File: src/rtl/fpu_seq_ctrl_if.sv
`default_nettype none
// ============================================================================
// Module   : fpu_seq_ctrl_if
// Brief    : Core-side request/response and ALU-side signals of the FP sequencer
// Revision : 1.0 - initial release
// ============================================================================
interface fpu_seq_ctrl_if;
    logic        istart;
    logic [3:0]  iop;
    logic [31:0] idataa;
    logic [31:0] idatab;
    logic        oready;
    logic        obusy;
    logic        odone;
    logic [3:0]  oalu_control;
    logic [31:0] oalu_dataa;
    logic [31:0] oalu_datab;
    logic [31:0] ialu_result;
    logic        ialu_nan;
    logic        ialu_zero;
    logic        ialu_overflow;
    logic        ialu_underflow;
    logic        ialu_comp;
    logic [31:0] oresult;
    logic        onan;
    logic        ozero;
    logic        ooverflow;
    logic        ounderflow;
    logic        oCompResult;

    modport slave (
        input  istart, iop, idataa, idatab,
        input  ialu_result, ialu_nan, ialu_zero, ialu_overflow, ialu_underflow, ialu_comp,
        output oready, obusy, odone,
        output oalu_control, oalu_dataa, oalu_datab,
        output oresult, onan, ozero, ooverflow, ounderflow, oCompResult
    );

    modport master (
        output istart, iop, idataa, idatab,
        output ialu_result, ialu_nan, ialu_zero, ialu_overflow, ialu_underflow, ialu_comp,
        input  oready, obusy, odone,
        input  oalu_control, oalu_dataa, oalu_datab,
        input  oresult, onan, ozero, ooverflow, ounderflow, oCompResult
    );
endinterface
`default_nettype wire

File: src/rtl/fpu_seq_ctrl.sv
`default_nettype none
// ============================================================================
// Module   : fpu_seq_ctrl
// Brief    : Sequences one FP op at a time through the multi-cycle FP ALU
// Revision : 1.0 - initial release
// ============================================================================
module fpu_seq_ctrl #(
    parameter int LAT_ADD  = 7,
    parameter int LAT_MUL  = 5,
    parameter int LAT_DIV  = 6,
    parameter int LAT_SQRT = 16,
    parameter int LAT_CMB  = 1,
    parameter int LAT_CVT  = 6,
    parameter int CNT_W    = 5
) (
    input  wire logic       iclock,
    input  wire logic       ireset,
    fpu_seq_ctrl_if.slave   bus
);

    typedef enum logic [1:0] {
        ST_IDLE = 2'd0,
        ST_EXEC = 2'd1,
        ST_DONE = 2'd2
    } state_t;

    localparam logic [CNT_W-1:0] c_lat_add  = CNT_W'(LAT_ADD);
    localparam logic [CNT_W-1:0] c_lat_mul  = CNT_W'(LAT_MUL);
    localparam logic [CNT_W-1:0] c_lat_div  = CNT_W'(LAT_DIV);
    localparam logic [CNT_W-1:0] c_lat_sqrt = CNT_W'(LAT_SQRT);
    localparam logic [CNT_W-1:0] c_lat_cmb  = CNT_W'(LAT_CMB);
    localparam logic [CNT_W-1:0] c_lat_cvt  = CNT_W'(LAT_CVT);
    localparam logic [CNT_W-1:0] c_cnt_one  = CNT_W'(1);
    localparam logic [3:0]       c_op_idle  = 4'hF;

    state_t             r_state;
    state_t             w_state_nxt;
    logic [CNT_W-1:0]   r_cnt;
    logic [CNT_W-1:0]   w_lat;
    logic               w_accept;
    logic               w_last;

    logic [3:0]         r_alu_control;
    logic [31:0]        r_alu_dataa;
    logic [31:0]        r_alu_datab;
    logic [31:0]        r_result;
    logic               r_nan;
    logic               r_zero;
    logic               r_overflow;
    logic               r_underflow;
    logic               r_comp;

    // Illegal opcodes still take one cycle so the requester always sees odone.
    always_comb begin
        w_lat = c_cnt_one;
        case (bus.iop)
            4'd0, 4'd1:                   w_lat = c_lat_add;
            4'd2:                         w_lat = c_lat_mul;
            4'd3:                         w_lat = c_lat_div;
            4'd4:                         w_lat = c_lat_sqrt;
            4'd5, 4'd6, 4'd7, 4'd8, 4'd9: w_lat = c_lat_cmb;
            4'd10, 4'd11:                 w_lat = c_lat_cvt;
            default:                      w_lat = c_cnt_one;
        endcase
    end

    assign w_accept = bus.istart && (r_state != ST_EXEC);
    assign w_last   = (r_state == ST_EXEC) && (r_cnt == c_cnt_one);

    always_comb begin
        w_state_nxt = r_state;
        unique case (r_state)
            ST_IDLE: if (w_accept) w_state_nxt = ST_EXEC;
            ST_EXEC: if (w_last)   w_state_nxt = ST_DONE;
            ST_DONE: w_state_nxt = w_accept ? ST_EXEC : ST_IDLE;
            default: w_state_nxt = ST_IDLE;
        endcase
    end

    always_ff @(posedge iclock) begin
        if (ireset) begin
            r_state <= ST_IDLE;
        end else begin
            r_state <= w_state_nxt;
        end
    end

    // ALU inputs only change on accept, so they stay frozen for all of EXEC.
    always_ff @(posedge iclock) begin
        if (ireset) begin
            r_cnt         <= '0;
            r_alu_control <= c_op_idle;
            r_alu_dataa   <= '0;
            r_alu_datab   <= '0;
        end else if (w_accept) begin
            r_cnt         <= w_lat;
            r_alu_control <= bus.iop;
            r_alu_dataa   <= bus.idataa;
            r_alu_datab   <= bus.idatab;
        end else if (r_state == ST_EXEC) begin
            r_cnt         <= r_cnt - c_cnt_one;
        end
    end

    always_ff @(posedge iclock) begin
        if (ireset) begin
            r_result    <= '0;
            r_nan       <= 1'b0;
            r_zero      <= 1'b0;
            r_overflow  <= 1'b0;
            r_underflow <= 1'b0;
            r_comp      <= 1'b0;
        end else if (w_last) begin
            r_result    <= bus.ialu_result;
            r_nan       <= bus.ialu_nan;
            r_zero      <= bus.ialu_zero;
            r_overflow  <= bus.ialu_overflow;
            r_underflow <= bus.ialu_underflow;
            r_comp      <= bus.ialu_comp;
        end
    end

    assign bus.oready       = (r_state != ST_EXEC);
    assign bus.obusy        = (r_state == ST_EXEC);
    assign bus.odone        = (r_state == ST_DONE);
    assign bus.oalu_control = r_alu_control;
    assign bus.oalu_dataa   = r_alu_dataa;
    assign bus.oalu_datab   = r_alu_datab;
    assign bus.oresult      = r_result;
    assign bus.onan         = r_nan;
    assign bus.ozero        = r_zero;
    assign bus.ooverflow    = r_overflow;
    assign bus.ounderflow   = r_underflow;
    assign bus.oCompResult  = r_comp;

endmodule
`default_nettype wire

File: src/flat_wrapper.sv
// flat-port wrapper written by rule: the top's interface ports become plain ports
module fpu_seq_ctrl_flat 
#(
    parameter int LAT_ADD  = 7,
    parameter int LAT_MUL  = 5,
    parameter int LAT_DIV  = 6,
    parameter int LAT_SQRT = 16,
    parameter int LAT_CMB  = 1,
    parameter int LAT_CVT  = 6,
    parameter int CNT_W    = 5
)
  (iclock, ireset, bus_istart, bus_iop, bus_idataa, bus_idatab, bus_ialu_result, bus_ialu_nan, bus_ialu_zero, bus_ialu_overflow, bus_ialu_underflow, bus_ialu_comp, bus_oready, bus_obusy, bus_odone, bus_oalu_control, bus_oalu_dataa, bus_oalu_datab, bus_oresult, bus_onan, bus_ozero, bus_ooverflow, bus_ounderflow, bus_oCompResult);
  fpu_seq_ctrl_if bus_i ();
  input  wire logic iclock;
  input  wire logic ireset;
  input wire logic [$bits(bus_i.istart)-1:0] bus_istart;
  input wire logic [$bits(bus_i.iop)-1:0] bus_iop;
  input wire logic [$bits(bus_i.idataa)-1:0] bus_idataa;
  input wire logic [$bits(bus_i.idatab)-1:0] bus_idatab;
  input wire logic [$bits(bus_i.ialu_result)-1:0] bus_ialu_result;
  input wire logic [$bits(bus_i.ialu_nan)-1:0] bus_ialu_nan;
  input wire logic [$bits(bus_i.ialu_zero)-1:0] bus_ialu_zero;
  input wire logic [$bits(bus_i.ialu_overflow)-1:0] bus_ialu_overflow;
  input wire logic [$bits(bus_i.ialu_underflow)-1:0] bus_ialu_underflow;
  input wire logic [$bits(bus_i.ialu_comp)-1:0] bus_ialu_comp;
  output wire logic [$bits(bus_i.oready)-1:0] bus_oready;
  output wire logic [$bits(bus_i.obusy)-1:0] bus_obusy;
  output wire logic [$bits(bus_i.odone)-1:0] bus_odone;
  output wire logic [$bits(bus_i.oalu_control)-1:0] bus_oalu_control;
  output wire logic [$bits(bus_i.oalu_dataa)-1:0] bus_oalu_dataa;
  output wire logic [$bits(bus_i.oalu_datab)-1:0] bus_oalu_datab;
  output wire logic [$bits(bus_i.oresult)-1:0] bus_oresult;
  output wire logic [$bits(bus_i.onan)-1:0] bus_onan;
  output wire logic [$bits(bus_i.ozero)-1:0] bus_ozero;
  output wire logic [$bits(bus_i.ooverflow)-1:0] bus_ooverflow;
  output wire logic [$bits(bus_i.ounderflow)-1:0] bus_ounderflow;
  output wire logic [$bits(bus_i.oCompResult)-1:0] bus_oCompResult;
  assign bus_i.istart = bus_istart;
  assign bus_i.iop = bus_iop;
  assign bus_i.idataa = bus_idataa;
  assign bus_i.idatab = bus_idatab;
  assign bus_i.ialu_result = bus_ialu_result;
  assign bus_i.ialu_nan = bus_ialu_nan;
  assign bus_i.ialu_zero = bus_ialu_zero;
  assign bus_i.ialu_overflow = bus_ialu_overflow;
  assign bus_i.ialu_underflow = bus_ialu_underflow;
  assign bus_i.ialu_comp = bus_ialu_comp;
  assign bus_oready = bus_i.oready;
  assign bus_obusy = bus_i.obusy;
  assign bus_odone = bus_i.odone;
  assign bus_oalu_control = bus_i.oalu_control;
  assign bus_oalu_dataa = bus_i.oalu_dataa;
  assign bus_oalu_datab = bus_i.oalu_datab;
  assign bus_oresult = bus_i.oresult;
  assign bus_onan = bus_i.onan;
  assign bus_ozero = bus_i.ozero;
  assign bus_ooverflow = bus_i.ooverflow;
  assign bus_ounderflow = bus_i.ounderflow;
  assign bus_oCompResult = bus_i.oCompResult;
  fpu_seq_ctrl #(.LAT_ADD(LAT_ADD), .LAT_MUL(LAT_MUL), .LAT_DIV(LAT_DIV), .LAT_SQRT(LAT_SQRT), .LAT_CMB(LAT_CMB), .LAT_CVT(LAT_CVT), .CNT_W(CNT_W)) u_core (.iclock(iclock), .ireset(ireset), .bus(bus_i));
endmodule
File: config.mk
export PLATFORM = sky130hd
export DESIGN_NAME = fpu_seq_ctrl_flat
export DESIGN_NICKNAME = d
export VERILOG_FILES = /design/src/rtl/fpu_seq_ctrl_if.sv /design/src/rtl/fpu_seq_ctrl.sv /design/src/flat_wrapper.sv
export SDC_FILE = /design/constraint.sdc
export NUM_CORES = 1
export LEC_CHECK = 0
export ABC_AREA = 1
export ABC_CLOCK_PERIOD_IN_PS = 1800
export BUFFER_PORTS_ARGS = -buffer_cell sky130_fd_sc_hd__buf_2
export CORE_MARGIN = 2
export CORE_UTILIZATION = 45
export CTS_CLUSTER_DIAMETER = 30
export DETAILED_ROUTE_END_ITERATION = 8
export GPL_TIMING_DRIVEN = 0
export PLACE_DENSITY_LB_ADDON = 0.1
export SYNTH_ARGS = -nofsm -noshare
export SYNTH_HDL_FRONTEND = slang
export SYNTH_SLANG_ARGS = --single-unit
File: constraint.sdc
create_clock -name iclock -period 1.8 [get_ports iclock]
set_input_delay 0.09 -clock iclock [delete_from_list [all_inputs] [get_ports iclock]]
set_output_delay 0.09 -clock iclock [all_outputs]
set_load 0.1 [all_outputs]
* Yosys cells after proc, flatten, opt, wreduce, memory -nomap -nowiden
Memories as Yosys holds them, arrays and structs flattened.
Index checks and enable logic that the tools add are counted.
** Storage, ports and cells
- Bits in registers :: 112
- Memory bits (read-only) :: 64
- Bits of input ports :: 108
- Output and inout port bits :: 108
- Logic and storage cells :: 30
- Memories :: 1
** Memories
- (name not given) :: depth 16, bits a word 4, rd ports 1, clocked after memory_dff 0, wr ports 0, line fpu_seq_ctrl.sv:56 : case (bus.iop)
** Cells by class
- Add/subtract/negate cells :: 1
- Eq/ne operators :: 6
- Multiplexer cells :: 6
- Reduce and logical (&&, ||, !) cells :: 5
** Operator list (number)
- $mux W5 :: 2
- $ne A2 B1 Y1 const B :: 3
- $pmux W2 S3 :: 1
- $eq A5 B1 Y1 const B :: 1
- $sub A5 B1 Y5 const B :: 1
- $mux W2 :: 2
- $eq A2 B1 Y1 const B :: 1
- $eq A2 B2 Y1 const B :: 1
- $logic_and A1 B1 Y1 :: 2
- $logic_not A2 Y1 :: 1
- $reduce_and A2 Y1 :: 1
- $reduce_bool A2 Y1 :: 1
- $mux W1 :: 1

* Depth between registers and ports, before layout
Gate-level depths: netlist of the first run.
- Depth in word-level cells :: 4
- Depth in mapped cells :: 10
- Depth with buffers taken out :: 8

* Worst setup path after synthesis of the first run
No wires, ideal clock.
- Path kind :: reg2reg
- Start :: register u_core.r_state[1]
- End :: register u_core.r_alu_datab[0], in the netlist u_core.bus.oalu_datab[0]
- Library setup time :: 0.117 ns
- Arrival time :: 1.887 ns
- Required time :: 1.683 ns
- Slack :: -0.203 ns
- Cell stages (with the launch flop) :: 8
- Path buffers :: 2
- Clock period less this slack :: 2.003 ns
- Path through :: dfxtp_1 inv_1 nand2_1 nand2_1 buf_4 clkbuf_1 o21ai_0 nor2_1
** On the way
- Word-level cells in the longest chain between the ends :: 2
** RTL lines
- from (decl) :: line fpu_seq_ctrl.sv:36 : state_t r_state;
- from (signal assigned) :: line fpu_seq_ctrl.sv:84 : r_state <= w_state_nxt;
- $ne A2 B1 Y1
- via bus_oready :: line flat_wrapper.sv:26 : output wire logic [$bits(bus_i.oready)-1:0] bus_oready;
- $logic_and A1 B1 Y1 :: line fpu_seq_ctrl.sv:67 : assign w_accept = bus.istart && (r_state != ST_EXEC);
- to (signal assigned) :: line fpu_seq_ctrl.sv:99 : r_alu_datab <= bus.idatab;
- to (decl) :: line fpu_seq_ctrl.sv:45 : logic [31:0] r_alu_datab;
The timed path passes the listed nets, and every way through them passes these cells.
A chain may end at the register's enable or synchronous reset.

==> metrics.md, run 1 <==
| Metric | Value |
|---|---|
| GRT Residual Overflow | 0 |
| Wire per inst | 12.6 um |
| Post-DP HPWL | 8.53 mm |
| Outcome | finished, final reports clean |
| Vias in the first global route | ~4,500 |
| FP Rows | 35 |
| Netlist cell types | 19 |
| Initial core utilization | 0.461 |
| Die W | 101 um |
| First-pass GRT wire length | 20.3 mm |
| Drt first-iter violations | 125 |
| Area Overhead vs Synth | 57.7% |
| Clock power frac | 0.225 |
| Antenna-violating nets left | 0 |
| DRT Pass-1 Iters | 4 |
| CTS tree | built |
| Buffers on Ports | about 220 |
| Seq/Total Area, Yosys | 0.529 |
| Worst Clk Skew | a little under 0.01 ns |
| Root Driver | clkbuf_8 |
| Die height | about 100 um |
| Achievable Freq | 625 MHz |
| Setup TNS Final | 0 ns |
| CP required | about 2.0 ns |
| Pin count of the biggest net entering global routing | 19 |
| Max-cap viol count | 0 |
| Post-CTS Setup Bufs | 0 |
| Clock Sinks | 112 |
| Residual DRC | 0 |
| Diodes inserted | 0 |
| CP Launch Type | input port |
| CORE AREA | 9200 um2 |
| Pwr/cell area | slightly below 1000 nW/um2 |
| Relative slew slack | 0.646 |
| Area of the die | 10,200 um2 |
| Int Power | 0.00378 W |
| Share of cells above drive strength 1 | 0.265 |
| Hold Slack | 0.0191 ns |
| Clock Latency Late Sink | 0.36 ns |
| Synth Register Bits | 112 |
| Critical path arrival | between 1.5 and 2 ns |
| Period minus WS final | ~1.6 ns |
| Via density | 4.58 |
| GRT Resource Usage Total | 0.248 |
| Total power | between 0.006 and 0.007 W |
| Nets | 1,035 |
| CP Max Fanout | 18 |
| P_sw | about 0.0027 W |
| FILL cells | 740 |
| Final WL | 13.1 mm |
| Syn. warnings | 0 |
| Commonest non-fill, non-tap cell in the layout | buf_2 |
| Hold crit path type | input port to flip-flop |
| Clock buffer depth | 2 |
| Worst Tran Pin Value | 0.528 ns |
| Initial antenna violation count | 0 |
| Avg Synthesized Cell Area | 7.10 um2 |
| Cells after synthesis | 597 |
| Max VDD drop | roughly 690 uV |
| Inserted Clock Buffers | 9 |
| Mapped Nets | 707 |
| Comb pwr share | 0.350 |
| Most frequent cells in the layout | buf_2 (221), nor2_1 (213), dfxtp_1 (111) |
| Hold Violations, Final | 0 |
| Leak Pwr | 3.52 nW |
| Post-route clock period utilization | 0.888 |
| Clock-pin slew on the worst setup and hold paths | 0.10 ns |
| I/O pin total | between 200 and 250 |
| Placer Congestion | 0.846 |
| CP endpoint kind | flip-flop |
| RSZ-0062 raised after global routing | false |
| Crit Path Category | input port to flip-flop |
| Mapped Area | between 4000 and 5000 um2 |
| Vias | 4,772 |
| Reg power frac | 0.425 |
| Final setup fails | 0 |
| CTS H-tree lvls | 3 |
| Slew Viols, Final | 0 |
| Sw Ratio | 0.418 |
-- Yosys cell counts --
library cell	n	share of area
buf_6	2	0.0053
nand3_1	6	0.0071
a21oi_2	1	0.0021
nor2_4	1	0.0027
nor2_1	213	0.19
buf_4	1	0.0018
nand4_1	1	0.0015
ha_1	2	0.0059
inv_1	49	0.043
o21bai_1	1	0.0018
nand2_1	98	0.087
o21ai_0	66	0.078
a21oi_1	7	0.0083
clkinv_1	1	0.00088
buf_2	7	0.0083
clkbuf_1	24	0.021
dfxtp_1	112	0.53
o211ai_1	4	0.0071
inv_2	1	0.00088
-- power groups by stage --
| stage | Combinational, W | Sequential (W) | Clock (W) |
|---|---|---|---|
| floorplan | 0.000452 | 0.00404 | 0 |
| global placement | 0.00207 | 0.00280 | 0 |
| detailed placement | 0.00209 | 0.00281 | 0 |
| CTS | 0.00226 | 0.00276 | 0.00150 |
| global route | 0.00240 | 0.00278 | 0.00158 |
| finish | 0.00228 | 0.00276 | 0.00146 |
-- cell families after synthesis --
group | after synthesis | share of synthesized area
flip-flops | 112 | 0.529
AND/OR/NAND/NOR | 319 | 0.287
buffers and inverters | 85 | 0.0817
adder cells (fa/ha/maj) | 2 | 0.00590
AO/OA/AOI/OAI | 79 | 0.0971
-- routing by layer --
layer  global-route usage  routed length, um  up-vias
met4               0.0842                234        0
met3               0.0583                938       23
met5                    0                  0        -
met2                0.456               6530      172
met1                0.280               5380     2109
li1                     -                  -     2468
-- timing repair --
| action | in CTS | in global routing |
|---|---|---|
| resized for setup | 0 | 2 |
| endpoints found under the hold margin | 106 | 0 |
| hold buffers | 103 | 0 |
| setup endpoints to repair | 0 | 20 |
-- registers in the layout (all words and copies together) (netlist names) --
name                     flops
u_core.bus.oresult          32
u_core.bus.ooverflow         1
u_core.bus.ozero             1
u_core.bus.onan              1
u_core.bus.oalu_dataa       32
u_core.bus.oCompResult       1
u_core.r_state               2
u_core.r_cnt                 5
u_core.bus.oalu_datab       32
u_core.bus.oalu_control      4
u_core.bus.ounderflow        1
-- critical path: stages --
cell and delay, ns:
dlygate4sd3_1 0.53, buf_2 0.16, clkinv_1 0.44, clkbuf_1 0.34, o21ai_0 0.17, nor2_1 0.11
-- area by class of cell --
| cell class | instances | area (um2) | area share |
|---|---|---|---|
| buffer | 33 | 159 | 0.0238 |
| clock buffer | 12 | 155 | 0.0232 |
| clock inverter | 4 | 36.3 | 0.00543 |
| inverter | 51 | 191 | 0.0286 |
| multi-input combinational | 400 | 1650 | 0.247 |
| sequential | 112 | 2240 | 0.336 |
| tap | 111 | 139 | 0.0208 |
| timing repair buffer | 318 | 2110 | 0.315 |
-- worst paths after layout --
kind,startpoint,endpoint,slack [ns],cells after the start
setup / recovery,ireset,u_core.bus.oalu_dataa[27],0.20,6
hold reg to reg,u_core.bus.oalu_control[1],u_core.bus.oalu_control[1],0.48,2
setup reg to reg,u_core.r_cnt[1],u_core.bus.oresult[30],0.23,9
hold / removal,bus_istart,u_core.r_state[0],0.02,3
-- per-stage QoR --
step	cells	util	setup slack, ns	instance area, um2
2_1_floorplan	597	-	0.00754	4250
3_3_place_gp	923	0.594	0.260	5470
3_5_place_dp	923	0.594	0.198	5470
4_1_cts	1042	0.727	0.0335	6690
5_1_grt	1041	0.727	0.0244	6690
6_report	1041	0.727	0.201	6690
No activity file was read; power rests on OpenSTA's default activity.
==> run 2: changes to the inputs <==
--- a/config.mk
+++ b/config.mk
@@ -5,11 +5,10 @@
 export SDC_FILE = /design/constraint.sdc
 export NUM_CORES = 1
 export LEC_CHECK = 0
-export ABC_AREA = 1
 export ABC_CLOCK_PERIOD_IN_PS = 1800
 export BUFFER_PORTS_ARGS = -buffer_cell sky130_fd_sc_hd__buf_2
 export CORE_MARGIN = 2
-export CORE_UTILIZATION = 45
+export CORE_UTILIZATION = 44
 export CTS_CLUSTER_DIAMETER = 30
 export DETAILED_ROUTE_END_ITERATION = 8
 export GPL_TIMING_DRIVEN = 0
==> run 2 against run 1 <==
Net effect: the run now ends with negative setup slack left; register-to-register slack worse by 0.31 ns; hold slack better by 0.0011 ns; global-route usage up 0.34 points; design area up 0.52%.
==> metrics.md, run 2 <==
| Metric | Value |
|---|---|
| CP Launch Type | flip-flop |
| Worst Tran Pin Value | 0.678 ns (+0.150 ns) |
| Die W | 99.3 um (-1.8%) |
| Mapped Nets | 611 (-14%) |
| Cells after synthesis | 501 (-16%) |
| Syn. warnings | 0 (unchanged) |
| Residual DRC | 0 (unchanged) |
| Diodes inserted | 0 (unchanged) |
| FILL cells | 619 (-16%) |
| CTS tree | built |
| Root Driver | clkbuf_8 |
| Synth async-reset ratio | 0 (unchanged) |
| Seq/Total Area, Yosys | 0.561 (+0.0326) |
| Number of flops mapped to enable cells by yosys | 0 (unchanged) |
| CORE AREA | 8760 um2 (-4.7%) |
| GRT Resource Usage Total | 0.252 (+0.00338) |
| Final setup fails | 14 (+14) |
| Drt first-iter violations | 210 (+68%) |
| Area contributors post-synth | dfxtp_1 (56%), nand2_1 (20%), a21oi_1 (13%) |
| Vias | 4,664 (-2.3%) |
| Total power | 0.00595 W (-8.4%) |
| Design area | 6720 um2 (+0.52%) |
| Comb pwr share | 0.314 (-0.036) |
| P_sw | 0.00228 W (-16%) |
| Area of the die | 9850 um2 (-3.5%) |
| Worst Clk Skew | 0.0130 ns (+0.00331 ns) |
| Max-cap viol count | 0 (unchanged) |
| Post-synthesis mux area share | 0.00282 (+0.00282) |
| Place WS | -0.0858 ns (-0.283 ns) |
| Clock Sinks | 112 (unchanged) |
| Wire per inst | 14.7 um (+17%) |
| Top FF cell, synth | dfxtp_1 |
| Netlist cell types | 29 (+10) |
| Most frequent cells in the layout | buf_2 (216), nand2_1 (193), dfxtp_1 (110) |
| Failing checks | negative setup slack |
| Hold Violations, Final | 0 (unchanged) |
| Hold crit path type | input port to flip-flop |
| FP Rows | 34 (-2.9%) |
| Pwr/cell area | 886 nW/um2 (-8.9%) |
| Pin count of the biggest net entering global routing | 19 (unchanged) |
| Crit Path Category | flip-flop to flip-flop |
| Achievable Freq | 533 MHz (-15%) |
| DRT Pass-1 Iters | 5 (+1) |
| Synth Area in Adders | 0.00627 (+0.000364) |
| Clock buffer depth | 2 (unchanged) |
| Clock Latency Late Sink | 0.36 ns (about the same) |
| Clock-pin slew on the worst setup and hold paths | 0.10 ns (about the same) |
| Post-DP HPWL | 8.31 mm (-2.6%) |
| Clock power frac | 0.232 (+0.007) |
| Initial antenna violation count | 0 (unchanged) |
| Synth top cells by count | nand2_1 (212), dfxtp_1 (112), a21oi_1 (102), clkbuf_1 (25) |
| Nets | 948 (-8.4%) |
| Die height | 99.3 um (-1.8%) |
| Largest family of logic cells by synthesized area | simple AND/OR/NAND/NOR gates |
| CP endpoint kind | flip-flop |
| RSZ-0062 raised after global routing | true |
| XOR/XNOR Fraction of Synth Area | 0 (unchanged) |
| Relative slew slack | 0.548 (-0.0979) |
| Mapped Area | 3990 um2 (-5.8%) |
| Placed Area | 5200 um2 (-4.8%) |
| Cell accounting for the most synthesized area | dfxtp_1 |
| Cell with the most instances after synthesis | nand2_1 |
| Simple-Gate Fraction of Synth Area | 0.240 (-0.0465) |
| Int Power | 0.00367 W (-2.9%) |
| Commonest non-fill, non-tap cell in the layout | buf_2 |
| Critical path arrival | 2.10 ns (+0.26 ns) |
| CTS H-tree lvls | 3 (unchanged) |
| Initial core utilization | 0.456 (-0.00535) |
| First-pass GRT wire length | 20.2 mm (-0.34%) |
| Avg Synthesized Cell Area | 7.97 um2 (+12%) |
| Synth Register Bits | 112 (unchanged) |
| Sw Ratio | 0.383 (-0.0347) |
| Inserted Clock Buffers | 9 (unchanged) |
| Max VDD drop | 537 uV (-22%) |
| GRT Residual Overflow | 0 (unchanged) |
| Synth Area in Compound Gates | 0.146 (+0.0492) |
| Share of the synthesized area in the top cell type | 0.561 (+0.0326) |
| CP Max Fanout | 6 (-12) |
| Antenna-violating nets left | 0 (unchanged) |
| Share of cells above drive strength 1 | 0.353 (+0.0890) |
| Buffers on Ports | 214 (-0.47%) |
| Final WL | 14.0 mm (+6.9%) |
| Area Overhead vs Synth | 68.3% |
| Outcome | finished, violations left |
| Reg power frac | 0.453 (+0.028) |
| Post-route clock period utilization | 1.04 (+0.154) |
| Leak Pwr | 3.08 nW (-13%) |
| Placer Congestion | 0.781 (-7.7%) |
| Via density | 4.90 (+7.0%) |
| Slack of the critical path | -0.0768 ns (-0.278 ns) |
| Vias in the first global route | 4,478 (-0.73%) |
| Period minus WS final | 1.88 ns (+0.278 ns) |
| I/O pin total | 216 (unchanged) |
| CP required | 2.02 ns (-0.02 ns) |
| Slew Viols, Final | 0 (unchanged) |
-- run 2: changes by cell type in the layout (fill, tap and decap cells not counted), moves of 11 or more --
cell     before  now
nor2_1      213    6
nand2_1      97  193
a21oi_1       7   90
o21ai_0      66    1
inv_1        49    2
a21oi_2       1   12
-- run 2: metrics by stage --
stage / hold slack [ns] / TNS [ns] / utilization / std cells
after floorplan: 0.214 / 0 / - / 501
after global placement: 0.330 / -0.643 / 0.594 / 823
after detailed placement: 0.336 / -1.49 / 0.594 / 823
after CTS: 0.00144 / 0 / 0.737 / 944
after global routing: 0.0217 / -1.06 / 0.767 / 951
final: 0.0202 / -0.277 / 0.767 / 951
-- run 2: cell families (layout without fill, tap and decap cells) --
family          after synthesis  count (layout)
buf+inv                      38             380
compound gates              111             111
flops                       112             112
fa+ha+maj                     2               2
simple gates                237             237
mux                           1               1
-- run 2: layer usage --
layer  vias up  track usage  wire [um]
met3        21       0.0654        938
met1      2168        0.281       5440
met4         0       0.0759        255
li1       2298            -          -
met5         -            0          0
met2       177        0.468       7360
-- run 2: timing repair --
| action | 4_1_cts | 5_1_grt |
|---|---|---|
| hold endpoints to repair | 103 | 0 |
| cloned | 0 | 2 |
| setup endpoints to repair | 35 | 99 |
| setup buffers | 2 | 5 |
| pin swaps | 1 | 27 |
| hold buffers | 103 | 0 |
| gates resized for setup | 7 | 66 |
-- run 2: area by class of cell --
cell class                      count  area, um2  share of cell area
Tap cell                          108        135              0.0201
Sequential cell                   112       2240               0.334
Timing Repair Buffer              326       2220               0.330
Clock inverter                      5       40.0             0.00596
Clock buffer                       11        141              0.0210
Buffer                             34        193              0.0287
Multi-Input combinational cell    351       1730               0.258
Inverter                            4       17.5             0.00261
-- run 2: path summary, 6_finish.rpt --
path                                                 from                         end  slack, ns  cells after the start
worst max-delay path                      u_core.r_cnt[0]      u_core.bus.oresult[15]      -0.08                      7
worst max register to register            u_core.r_cnt[0]      u_core.bus.oresult[15]      -0.08                      7
worst min-delay path                           bus_iop[0]  u_core.bus.oalu_control[0]       0.02                      3
worst min register to register  u_core.bus.oalu_datab[13]   u_core.bus.oalu_datab[13]       0.46                      2
-- run 2: power by group through the flow --
stage / clock network, W / registers, W / logic, W
after floorplan: 0 / 0.00363 / 0.000378
after global placement: 0 / 0.00274 / 0.00160
after detailed placement: 0 / 0.00274 / 0.00161
after CTS: 0.00142 / 0.00269 / 0.00180
after global routing: 0.00152 / 0.00271 / 0.00196
final: 0.00138 / 0.00270 / 0.00187
-- run 2: critical path: stages, from the launching register on --
cell	delay, ns
dfxtp_2	0.40
ha_4	0.13
or4b_4	0.48
or2_4	0.26
buf_8	0.15
clkbuf_16	0.16
nand2_1	0.08
a21oi_1	0.09
==> run 3: changes to the inputs <==
--- a/config.mk
+++ b/config.mk
@@ -13,6 +13,7 @@
 export DETAILED_ROUTE_END_ITERATION = 8
 export GPL_TIMING_DRIVEN = 0
 export PLACE_DENSITY_LB_ADDON = 0.1
+export SETUP_SLACK_MARGIN = 0.05
 export SYNTH_ARGS = -nofsm -noshare
 export SYNTH_HDL_FRONTEND = slang
 export SYNTH_SLANG_ARGS = --single-unit
==> run 3 against run 2 <==
Net effect: the flow still finishes with violations (negative setup slack); maximum frequency increased by 1.9%; critical path depth up 1; sequential share of layout area shrank 0.59 points; critical path type unchanged.
==> metrics.md, run 3 (synthesis gave the netlist of run 2 again) <==
| Metric | Value |
|---|---|
| RSZ-0062 raised after global routing | true |
| Achievable Freq | 543 MHz (+1.9%) |
| Initial core utilization | 0.456 (unchanged) |
| Slack of the critical path | -0.0425 ns (+0.0343 ns) |
| Failing checks | negative setup slack |
| Buffers on Ports | 214 (unchanged) |
| Met1 Routed Length | 5.53 mm (+1.8%) |
| CP Max Fanout | 8 (+2) |
| Post-layout util | 0.781 (+0.0143) |
| Drt first-iter violations | 132 (-37%) |
| Worst Tran Pin Value | 0.756 ns (+0.0783 ns) |
| Outcome | finished, violations left |
| CTS H-tree lvls | 3 (unchanged) |
| Most frequent cells in the layout | buf_2 (215), nand2_1 (194), dfxtp_1 (109) |
| FILL cells | 590 (-4.7%) |
| Max VDD drop | 587 uV (+9.3%) |
| Placer Congestion | 0.803 (+2.8%) |
| Pin count of the biggest net entering global routing | 18 (-1) |
| Die height | 99.3 um (unchanged) |
| DRT Pass-1 Iters | 4 (-1) |
| Relative slew slack | 0.496 (-0.0522) |
| Clock Latency Late Sink | 0.37 ns (about the same) |
| Root Driver | clkbuf_8 |
| CORE AREA | 8760 um2 (unchanged) |
| FP Rows | 34 (unchanged) |
| Initial antenna violation count | 0 (unchanged) |
| Nets | 954 (+0.63%) |
| Clock Sinks | 112 (unchanged) |
| Post-DP HPWL | 8.32 mm (about the same) |
| Hold crit path type | input port to flip-flop |
| Vias | 4,718 (+1.2%) |
| Hold Path Depth | 3 (unchanged) |
| Slew Viols, Final | 0 (unchanged) |
| Max-cap viol count | 0 (unchanged) |
| Period minus WS final | 1.84 ns (-0.0343 ns) |
| Top sig layer | met4 |
| Pwr/cell area | 897 nW/um2 (+1.3%) |
| Die W | 99.3 um (unchanged) |
| GRT Resource Usage Total | 0.263 (+0.0114) |
| CP required | 2.02 ns (about the same) |
| Inserted Clock Buffers | 9 (unchanged) |
| Clock-pin slew on the worst setup and hold paths | 0.10 ns (about the same) |
| DR WL met2 | 7.31 mm (-0.63%) |
| Final setup fails | 21 (+7) |
| GRT Residual Overflow | 0 (unchanged) |
| Via density | 4.93 (+0.52%) |
| Wire per inst | 14.9 um (+1.1%) |
| Residual DRC | 0 (unchanged) |
| Hold Slack | 0.0245 ns (+0.00426 ns) |
| First-pass GRT wire length | 21.0 mm (+3.8%) |
| Vias in the first global route | 4,530 (+1.2%) |
| Area Overhead vs Synth | 71.4% |
| Share of cells above drive strength 1 | 0.370 (+0.0163) |
| Area of the die | 9850 um2 (unchanged) |
| Total power | 0.00614 W (+3.2%) |
| Met3 wire length | 1.05 mm (+12%) |
| Antenna-violating nets left | 0 (unchanged) |
| Worst Clk Skew | 0.00912 ns (-0.00385 ns) |
| Setup TNS Final | -0.450 ns (-0.173 ns) |
| Commonest non-fill, non-tap cell in the layout | buf_2 |
| Leak Pwr | 3.12 nW (+1.2%) |
| Final WL | 14.2 mm (+1.7%) |
| Finished Layout Cells | 957 (+0.63%) |
| Clock buffer depth | 2 (unchanged) |
| CP Launch Type | flip-flop |
| I/O pin total | 216 (unchanged) |
| Diodes inserted | 0 (unchanged) |
| CTS tree | built |
| Crit Path Category | flip-flop to flip-flop |
| Post-route clock period utilization | 1.02 (-0.0190) |
| Critical path arrival | 2.07 ns (-0.03 ns) |
| CP endpoint kind | flip-flop |
| Reg2Reg Depth | 8 (+1) |
| Hold Violations, Final | 0 (unchanged) |
| Cell Count Post-Placement | 823 (unchanged) |
[run 3: cell types whose count changed in the layout (fill, tap and decap cells not counted), moves of 2 or more]
| cell | before | now |
|---|---|---|
| buf_6 | 0 | 8 |
| a21oi_1 | 90 | 86 |
| clkbuf_1 | 17 | 14 |
| clkbuf_2 | 8 | 11 |
| a21oi_2 | 12 | 16 |
| clkinvlp_4 | 0 | 2 |
| clkinv_4 | 3 | 1 |
| clkbuf_4 | 0 | 2 |
[run 3: power breakdown]
part           internal (W)  switching, W
logic              0.000533       0.00139
clock network      0.000687      0.000832
registers           0.00262     0.0000821
[run 3: layout make-up]
class                      count  area [um2]  area share
multi-input combinational    351        1780       0.260
inverter                       4        17.5     0.00256
buffer                        34         221      0.0324
timing repair buffer         332        2250       0.328
sequential                   112        2250       0.328
clock inverter                 4        53.8     0.00786
clock buffer                  12         145      0.0212
tap                          108         135      0.0197
[run 3: path summary, 6_finish.rpt]
path	slack, ns	endpoint	startpoint
setup / recovery	-0.04	u_core.bus.onan	u_core.r_cnt[1]
hold reg to reg	0.46	u_core.bus.oalu_dataa[22]	u_core.bus.oalu_dataa[22]
setup reg to reg	-0.04	u_core.bus.onan	u_core.r_cnt[1]
hold / removal	0.02	u_core.bus.oalu_control[1]	bus_iop[1]
[run 3: worst max-delay path, cell delays in order (launching register included)]
cell and delay [ns]:
dfxtp_2 0.35, inv_2 0.08, ha_4 0.12, or4b_4 0.49, or2_4 0.26, buf_8 0.15
buf_8 0.13, nand2_2 0.08, a21oi_2 0.06
[run 3: what timing repair did]
| action | CTS | global route |
|---|---|---|
| pin swaps | 6 | 27 |
| hold buffers | 104 | 0 |
| setup buffers | 8 | 3 |
| hold endpoints to repair | 104 | 0 |
| gates cloned | 1 | 2 |
| setup endpoints to repair | 41 | 73 |
| resized for setup | 12 | 89 |
[run 3: metal layers]
layer	vias to the layer above	global-route usage
met4	0	0.0843
met5	-	0
met3	33	0.0857
li1	2300	-
met2	188	0.478
met1	2197	0.290
[run 3: through the flow]
stage / area (um2) / worst slack (ns)
after detailed placement: 5210 / -0.0842
after global placement: 5210 / -0.0268
final: 6850 / -0.0425
after global routing: 6850 / -0.0905
after floorplan: 4010 / 0.0627
after CTS: 6540 / 0.00373
